**src/rtl/control_mult_if.sv**
```systemverilog
// ----------------------------------------------------------------------------
// control_mult_if
//   Bundle of the signals that control_mult exchanges with the rest of the
//   datapath.
//   Sequencer side:
//     i_start          start request (sampled only while the controller idles)
//     i_multiplicando  multiplicand, captured when start is accepted
//     i_multiplicador  multiplier, captured when start is accepted
//     o_producto       2N-bit product, held until the next completion
//     o_done           one-cycle completion pulse
//     o_busy           high whenever the controller is not idle
//   ALU side (controller is the initiator):
//     o_alu_a, o_alu_b, o_alu_control  operands and operation code
//     i_alu_q, i_alu_mayor, i_alu_paridad  result, add carry-out, result bit 0
//   Modports:
//     master  the multiplier controller
//     slave   the environment (sequencer plus ALU)
// ----------------------------------------------------------------------------
interface control_mult_if #(
    parameter int N = 16
);
    logic             i_start;
    logic [N-1:0]     i_multiplicando;
    logic [N-1:0]     i_multiplicador;
    logic [2*N-1:0]   o_producto;
    logic             o_done;
    logic             o_busy;
    logic [N-1:0]     o_alu_a;
    logic [N-1:0]     o_alu_b;
    logic [2:0]       o_alu_control;
    logic [N-1:0]     i_alu_q;
    logic             i_alu_mayor;
    logic             i_alu_paridad;

    modport master (
        input  i_start, i_multiplicando, i_multiplicador,
        input  i_alu_q, i_alu_mayor, i_alu_paridad,
        output o_producto, o_done, o_busy,
        output o_alu_a, o_alu_b, o_alu_control
    );

    modport slave (
        output i_start, i_multiplicando, i_multiplicador,
        output i_alu_q, i_alu_mayor, i_alu_paridad,
        input  o_producto, o_done, o_busy,
        input  o_alu_a, o_alu_b, o_alu_control
    );
endinterface

```
**src/rtl/control_mult.sv**
```systemverilog
// ----------------------------------------------------------------------------
// control_mult
//   Sequential shift-and-add unsigned multiplier controller. All arithmetic is
//   done by an external ALU; this block only sequences it. Each multiplier bit
//   takes three cycles (PRUEBA -> SUMA -> DESPLAZA), so a product takes 3N
//   cycles from the accepting edge to the done pulse.
//   Ports:
//     i_clk    rising-edge clock
//     i_rst_n  asynchronous active-low reset
//     bus      control_mult_if.master (sequencer handshake + ALU drive)
//   N must match the attached ALU's operand width.
// ----------------------------------------------------------------------------
module control_mult #(
    parameter int N = 16
) (
    input  logic               i_clk,
    input  logic               i_rst_n,
    control_mult_if.master     bus
);
    localparam int CW = $clog2(N + 1);

    // ALU operation codes; subtraction (3'b010) is never issued.
    localparam logic [2:0] ALU_SUMA   = 3'b000;
    localparam logic [2:0] ALU_DESP_D = 3'b001;
    localparam logic [2:0] ALU_PASA   = 3'b011;

    typedef enum logic [2:0] {
        S_IDLE,
        S_PRUEBA,
        S_SUMA,
        S_DESPLAZA,
        S_FIN
    } state_t;

    state_t            state, state_next;
    logic [N-1:0]      m;        // multiplicand
    logic [N-1:0]      acc;      // high half of the running product
    logic [N-1:0]      q;        // multiplier, shifted out as product low half
    logic              c;        // carry out of the last add
    logic              p;        // multiplier bit under test
    logic [CW-1:0]     cnt;      // iterations remaining
    logic [2*N-1:0]    producto;
    logic              done;

    // Values the accumulator pair takes at the end of DESPLAZA. The ALU has
    // already shifted acc right, so the captured carry fills the vacated MSB.
    logic [N-1:0]      acc_sh;
    logic [N-1:0]      q_sh;

    assign acc_sh = {c, bus.i_alu_q[N-2:0]};
    assign q_sh   = {acc[0], q[N-1:1]};

    // ------------------------------------------------------------------
    // State register
    // ------------------------------------------------------------------
    // NOTE: every clocked block uses non-blocking assignments so all
    // registers update together from pre-edge values.
    always_ff @(posedge i_clk or negedge i_rst_n) begin
        if (!i_rst_n) begin
            state <= S_IDLE;
        end else begin
            state <= state_next;
        end
    end

    // ------------------------------------------------------------------
    // Next-state logic
    // ------------------------------------------------------------------
    // NOTE: the default assignment first means every path assigns
    // state_next, so no latch is inferred.
    always_comb begin
        state_next = state;
        case (state)
            S_IDLE:     if (bus.i_start) state_next = S_PRUEBA;
            S_PRUEBA:   state_next = S_SUMA;
            S_SUMA:     state_next = S_DESPLAZA;
            S_DESPLAZA: state_next = (cnt == CW'(1)) ? S_FIN : S_PRUEBA;
            S_FIN:      state_next = S_IDLE;
            default:    state_next = S_IDLE;
        endcase
    end

    // ------------------------------------------------------------------
    // Output logic: ALU drive is a pure function of the state
    // ------------------------------------------------------------------
    always_comb begin
        bus.o_alu_a       = '0;
        bus.o_alu_b       = '0;
        bus.o_alu_control = ALU_PASA;
        case (state)
            S_PRUEBA: begin
                // Pass Q through so the ALU reports its LSB on paridad.
                bus.o_alu_a = q;
            end
            S_SUMA: begin
                // Always add, zero when the bit is clear, so latency is fixed.
                bus.o_alu_a       = acc;
                bus.o_alu_b       = p ? m : '0;
                bus.o_alu_control = ALU_SUMA;
            end
            S_DESPLAZA: begin
                bus.o_alu_a       = acc;
                bus.o_alu_control = ALU_DESP_D;
            end
            default: ;
        endcase
    end

    assign bus.o_busy     = (state != S_IDLE);
    assign bus.o_done     = done;
    assign bus.o_producto = producto;

    // ------------------------------------------------------------------
    // Datapath registers
    // ------------------------------------------------------------------
    always_ff @(posedge i_clk or negedge i_rst_n) begin
        if (!i_rst_n) begin
            m        <= '0;
            acc      <= '0;
            q        <= '0;
            c        <= 1'b0;
            p        <= 1'b0;
            cnt      <= '0;
            producto <= '0;
            done     <= 1'b0;
        end else begin
            case (state)
                S_IDLE: begin
                    if (bus.i_start) begin
                        m   <= bus.i_multiplicando;
                        q   <= bus.i_multiplicador;
                        acc <= '0;
                        c   <= 1'b0;
                        cnt <= CW'(N);
                    end
                end
                S_PRUEBA: begin
                    p <= bus.i_alu_paridad;
                end
                S_SUMA: begin
                    acc <= bus.i_alu_q;
                    c   <= bus.i_alu_mayor;
                end
                S_DESPLAZA: begin
                    acc <= acc_sh;
                    q   <= q_sh;
                    c   <= 1'b0;
                    cnt <= cnt - CW'(1);
                    if (cnt == CW'(1)) begin
                        producto <= {acc_sh, q_sh};
                        done     <= 1'b1;
                    end
                end
                S_FIN: begin
                    done <= 1'b0;
                end
                default: ;
            endcase
        end
    end
endmodule

```
**src/flat_wrapper.sv**
```systemverilog
// flat-port wrapper written by rule: the top's interface ports become plain ports
module control_mult_flat 
#(
    parameter int N = 16
)
  (i_clk, i_rst_n, bus_i_start, bus_i_multiplicando, bus_i_multiplicador, bus_i_alu_q, bus_i_alu_mayor, bus_i_alu_paridad, bus_o_producto, bus_o_done, bus_o_busy, bus_o_alu_a, bus_o_alu_b, bus_o_alu_control);
  control_mult_if #(.N(N)) bus_i ();
  input  logic i_clk;
  input  logic i_rst_n;
  input wire logic [$bits(bus_i.i_start)-1:0] bus_i_start;
  input wire logic [$bits(bus_i.i_multiplicando)-1:0] bus_i_multiplicando;
  input wire logic [$bits(bus_i.i_multiplicador)-1:0] bus_i_multiplicador;
  input wire logic [$bits(bus_i.i_alu_q)-1:0] bus_i_alu_q;
  input wire logic [$bits(bus_i.i_alu_mayor)-1:0] bus_i_alu_mayor;
  input wire logic [$bits(bus_i.i_alu_paridad)-1:0] bus_i_alu_paridad;
  output wire logic [$bits(bus_i.o_producto)-1:0] bus_o_producto;
  output wire logic [$bits(bus_i.o_done)-1:0] bus_o_done;
  output wire logic [$bits(bus_i.o_busy)-1:0] bus_o_busy;
  output wire logic [$bits(bus_i.o_alu_a)-1:0] bus_o_alu_a;
  output wire logic [$bits(bus_i.o_alu_b)-1:0] bus_o_alu_b;
  output wire logic [$bits(bus_i.o_alu_control)-1:0] bus_o_alu_control;
  assign bus_i.i_start = bus_i_start;
  assign bus_i.i_multiplicando = bus_i_multiplicando;
  assign bus_i.i_multiplicador = bus_i_multiplicador;
  assign bus_i.i_alu_q = bus_i_alu_q;
  assign bus_i.i_alu_mayor = bus_i_alu_mayor;
  assign bus_i.i_alu_paridad = bus_i_alu_paridad;
  assign bus_o_producto = bus_i.o_producto;
  assign bus_o_done = bus_i.o_done;
  assign bus_o_busy = bus_i.o_busy;
  assign bus_o_alu_a = bus_i.o_alu_a;
  assign bus_o_alu_b = bus_i.o_alu_b;
  assign bus_o_alu_control = bus_i.o_alu_control;
  control_mult #(.N(N)) u_core (.i_clk(i_clk), .i_rst_n(i_rst_n), .bus(bus_i));
endmodule
```
**config.mk**
```make
export PLATFORM = sky130hd
export DESIGN_NAME = control_mult_flat
export DESIGN_NICKNAME = d
export VERILOG_FILES = /design/src/rtl/control_mult_if.sv /design/src/rtl/control_mult.sv /design/src/flat_wrapper.sv
export SDC_FILE = /design/constraint.sdc
export NUM_CORES = 1
export LEC_CHECK = 0
export CORE_UTILIZATION = 35
export CTS_CLUSTER_DIAMETER = 200
export CTS_CLUSTER_SIZE = 24
export DETAILED_ROUTE_END_ITERATION = 12
export GPL_TIMING_DRIVEN = 0
export PLACE_DENSITY = 0.62
export SLEW_MARGIN = 20
export SYNTH_ARGS = -nofsm -noshare
export SYNTH_HDL_FRONTEND = slang
export SYNTH_SLANG_ARGS = --single-unit
```
**constraint.sdc**
```tcl
create_clock -name i_clk -period 1.6 [get_ports i_clk]
set_input_delay 0.32 -clock i_clk [delete_from_list [all_inputs] [get_ports i_clk]]
set_output_delay 0.32 -clock i_clk [all_outputs]
set_load 0.05 [all_outputs]
```
==> summary.txt <==
Final layout
  – Final Non-Filler Cells: 622
  – Final design utilization: 61.0%
  – Most frequent cells in the layout: dfrtp_1, clkdlybuf4s50_1, mux2_4, buf_8, dlygate4sd2_1
  – Share of cells above drive strength 1: 45.9%
  – Most common cell after layout, fill and taps aside: dfrtp_1
  – ANT cells: 0
  – Final Instance Area: 6970 um2
  – Nets@finish: 531
  – Area grow syn2layout: 69.2%

Routing
  – Vias: 3091
  – ANT nets after route: 0
  – DRT Wirelength: 12.0 mm
  – DRT iter0 DRCs: 111
  – Initial DRT Pass Iterations: 4
  – Via/cell ratio: 4.97
  – Post-detailed-route DRC marker count: 0
  – DR WL/cell: 19.3 um

Place
  – Port Buffers: 120
  – Dpl cells: 566
  – Gp weighted congestion: 0.803
  – Place WS: -0.952 ns
  – DP Area: 5750 um2
  – Post-DP HPWL: 7.33 mm

Setup path
  – Worst path required time: 1.28 ns
  – RR Startpoint: u_core.state[2]
  – CP startpoint kind: flop
  – CP Capture Type: primary output
  – Count of buffer and inverter cells on the critical path: 3
  – Cell family with most CP delay: buffers and inverters
  – Worst Setup Path Type: flop to primary output
  – CP max stage cell: dfrtp_1
  – Reg2Reg Depth: 8
  – Cell mode on critical path: buf_4
  – R2R setup slack: -0.33 ns
  – CP max stage delay: 0.40 ns
  – Worst reg2reg endpoint: u_core.bus.o_producto[20]
  – Cells along the critical path: buf_4 -> nor3b_4 -> buf_4 -> a22o_4 -> buf_8
  – Crit path max fanout: 4
  – CP arrival: 1.69 ns

Clock network
  – CTS tree: built
  – Worst-path clk slew: 0.06 ns
  – Max Buffers Root-to-Sink: 2
  – Root buffer cell: clkbuf_16
  – Clk_lat worst skew: 0.34 ns
  – Sink Count: 91
  – Inserted Clock Buffers: 9
  – CTS H-tree lvls: 3

STA
  – Final Hold Violating Endpoints: 0
  – Final Skew: 0.00394 ns
  – Min cycle time layout: 2.01 ns
  – Setup TNS: -30.29 ns
  – Slew @ Worst Pin: 0.525 ns
  – FMAX: 0.497 GHz
  – Pins over their slew limit: 0
  – Final setup fails: 105
  – Setup slack after layout: -0.412 ns
  – Unrepaired setup endpoints after global routing: yes
  – Max-slew headroom: 65.2%
  – Crit share post-route: 126%

Logic synthesis
  – Yosys warns: 0
  – Syn nets: 357
  – Synth unique cells: 34
  – Top cells by area, synth: dfrtp_1, mux2_4, a22o_1, mux2_2, mux2i_1
  – Synth top area share: 55.3%
  – Syn Area/Cell: 13.6 um2
  – Post-synthesis register bit count: 91
  – Seq/Total Area, Yosys: 55.3%
  – Biggest area consumer among synthesized cells: dfrtp_1
  – Synthesized area: 4120 um2
  – Mapped Cells: 302

Global route
  – First-pass GRT wire length: 18.7 mm
  – Number of global-route vias before repair: 3274
  – Largest net degree at the start of global routing: 54
  – Overall routing resource usage: 19.9%
  – Initial antenna violation count: 0
  – Global route overflow: 0

Min path
  – HP Class: input port to asynchronous set/reset pin

Outcome
  – Failing checks: setup timing
  – Status: complete, but fails checks

Pwr
  – Pwr dens: 2410 nW/um2
  – Worst VDD drop: 0.00146 V
  – Lkg Pwr: 3.20 nW

Die
  – Die height: 110 um
  – Die width: 110 um
  – Core area: 11400 um2
  – Full die area: 12200 um2
  – Initial Utilization: 36.1%
  – Rows: 39
  – Io pins: 122

Job
  – Max cap viols: 0
per-stage QoR:
stage,hold slack (ns),total power (W)
floorplan,0.0244,0.0101
global placement,0.482,0.0125
detailed placement,0.257,0.0126
CTS,0.461,0.0160
global route,0.491,0.0175
finish,0.448,0.0168
flip-flops by register name, summed over array words and instances (netlist names):
name,cells
u_core.bus.o_producto,32
u_core.m,16
u_core.acc,16
u_core.cnt,5
u_core.q,16
u_core.bus.o_done,1
u_core.c,1
u_core.p,1
u_core.state,3
Yosys cell counts:
master	instances
o21bai_1	1
nor2b_1	1
nand3b_1	1
o41ai_1	1
nor3b_2	1
and2_1	16
xnor2_1	1
o31ai_1	1
nor2b_4	1
dfrtp_1	91
nand2_1	1
a21o_1	1
a22o_1	32
conb_1	1
a31oi_1	1
buf_12	3
o2bb2ai_1	3
o21ai_0	1
nor3_1	2
or3_1	1
clkbuf_1	6
nor2_1	21
buf_2	6
a21oi_1	20
buf_6	5
mux2_4	29
mux2_2	21
mux2i_1	19
buf_4	3
nand2b_1	1
and3_1	1
nor4b_2	2
ha_1	2
inv_1	5
worst max-delay path by stage:
stage | slack, ns | to | cells past startpoint | startpoint
finish | -0.41 | bus_o_alu_a[0] | 5 | u_core.state[0]
global placement | -3.26 | u_core.m[1] | 1 | i_rst_n
floorplan | -0.06 | u_core.bus.o_producto[0] | 7 | u_core.cnt[1]
detailed placement | -0.95 | bus_o_alu_a[14] | 5 | u_core.state[1]
CTS | -0.40 | bus_o_alu_a[0] | 6 | u_core.state[1]
global route | -0.47 | bus_o_alu_a[11] | 5 | u_core.state[0]
where the power goes:
group / switching [W] / leakage (nW) / internal [W]
Combinational: 0.00544 / 1.95 / 0.00497
Clock: 0.000887 / 0.141 / 0.00123
Sequential: 0.000939 / 1.11 / 0.00335
what timing repair did:
action                                 CTS  global route
cloned                                   8             1
pin swaps                               25            36
endpoints found under the hold margin   38             0
buffers inserted                        30            15
setup endpoints to repair              134           127
hold buffers                             1             0
gates resized for setup                345            84
layout make-up:
class,count,area (um2)
Fill cell,908,4450
Buffer,18,228
Multi-Input combinational cell,183,2020
Tap cell,143,179
Sequential cell,91,2280
Inverter,5,25.0
Clock inverter,3,40.0
Clock buffer,11,243
Timing Repair Buffer,168,1950
layer usage:
layer / GRT usage, % / vias up / share of wire [%]
met5: 0 / - / 0
met4: 6.67 / 0 / 1.3
met3: 3.84 / 11 / 4.1
met2: 30.4 / 91 / 47
met1: 28.3 / 1552 / 47
li1: - / 1437 / -
cells by family (layout without fill, tap and decap cells):
| group | Yosys count | in the layout | synth area share [%] |
|---|---|---|---|
| adder cells (fa/ha/maj) | 2 | 2 | 0.608 |
| AND/OR/NAND/NOR | 49 | 49 | 6.84 |
| other | 1 | 1 | 0.0911 |
| flip-flops | 91 | 91 | 55.3 |
| AO/OA/AOI/OAI | 61 | 61 | 10.9 |
| XOR/XNOR | 1 | 1 | 0.213 |
| multiplexers | 69 | 69 | 20.9 |
| buffers and inverters | 28 | 205 | 5.10 |
Note: power is estimated with default switching activity, not from simulation.
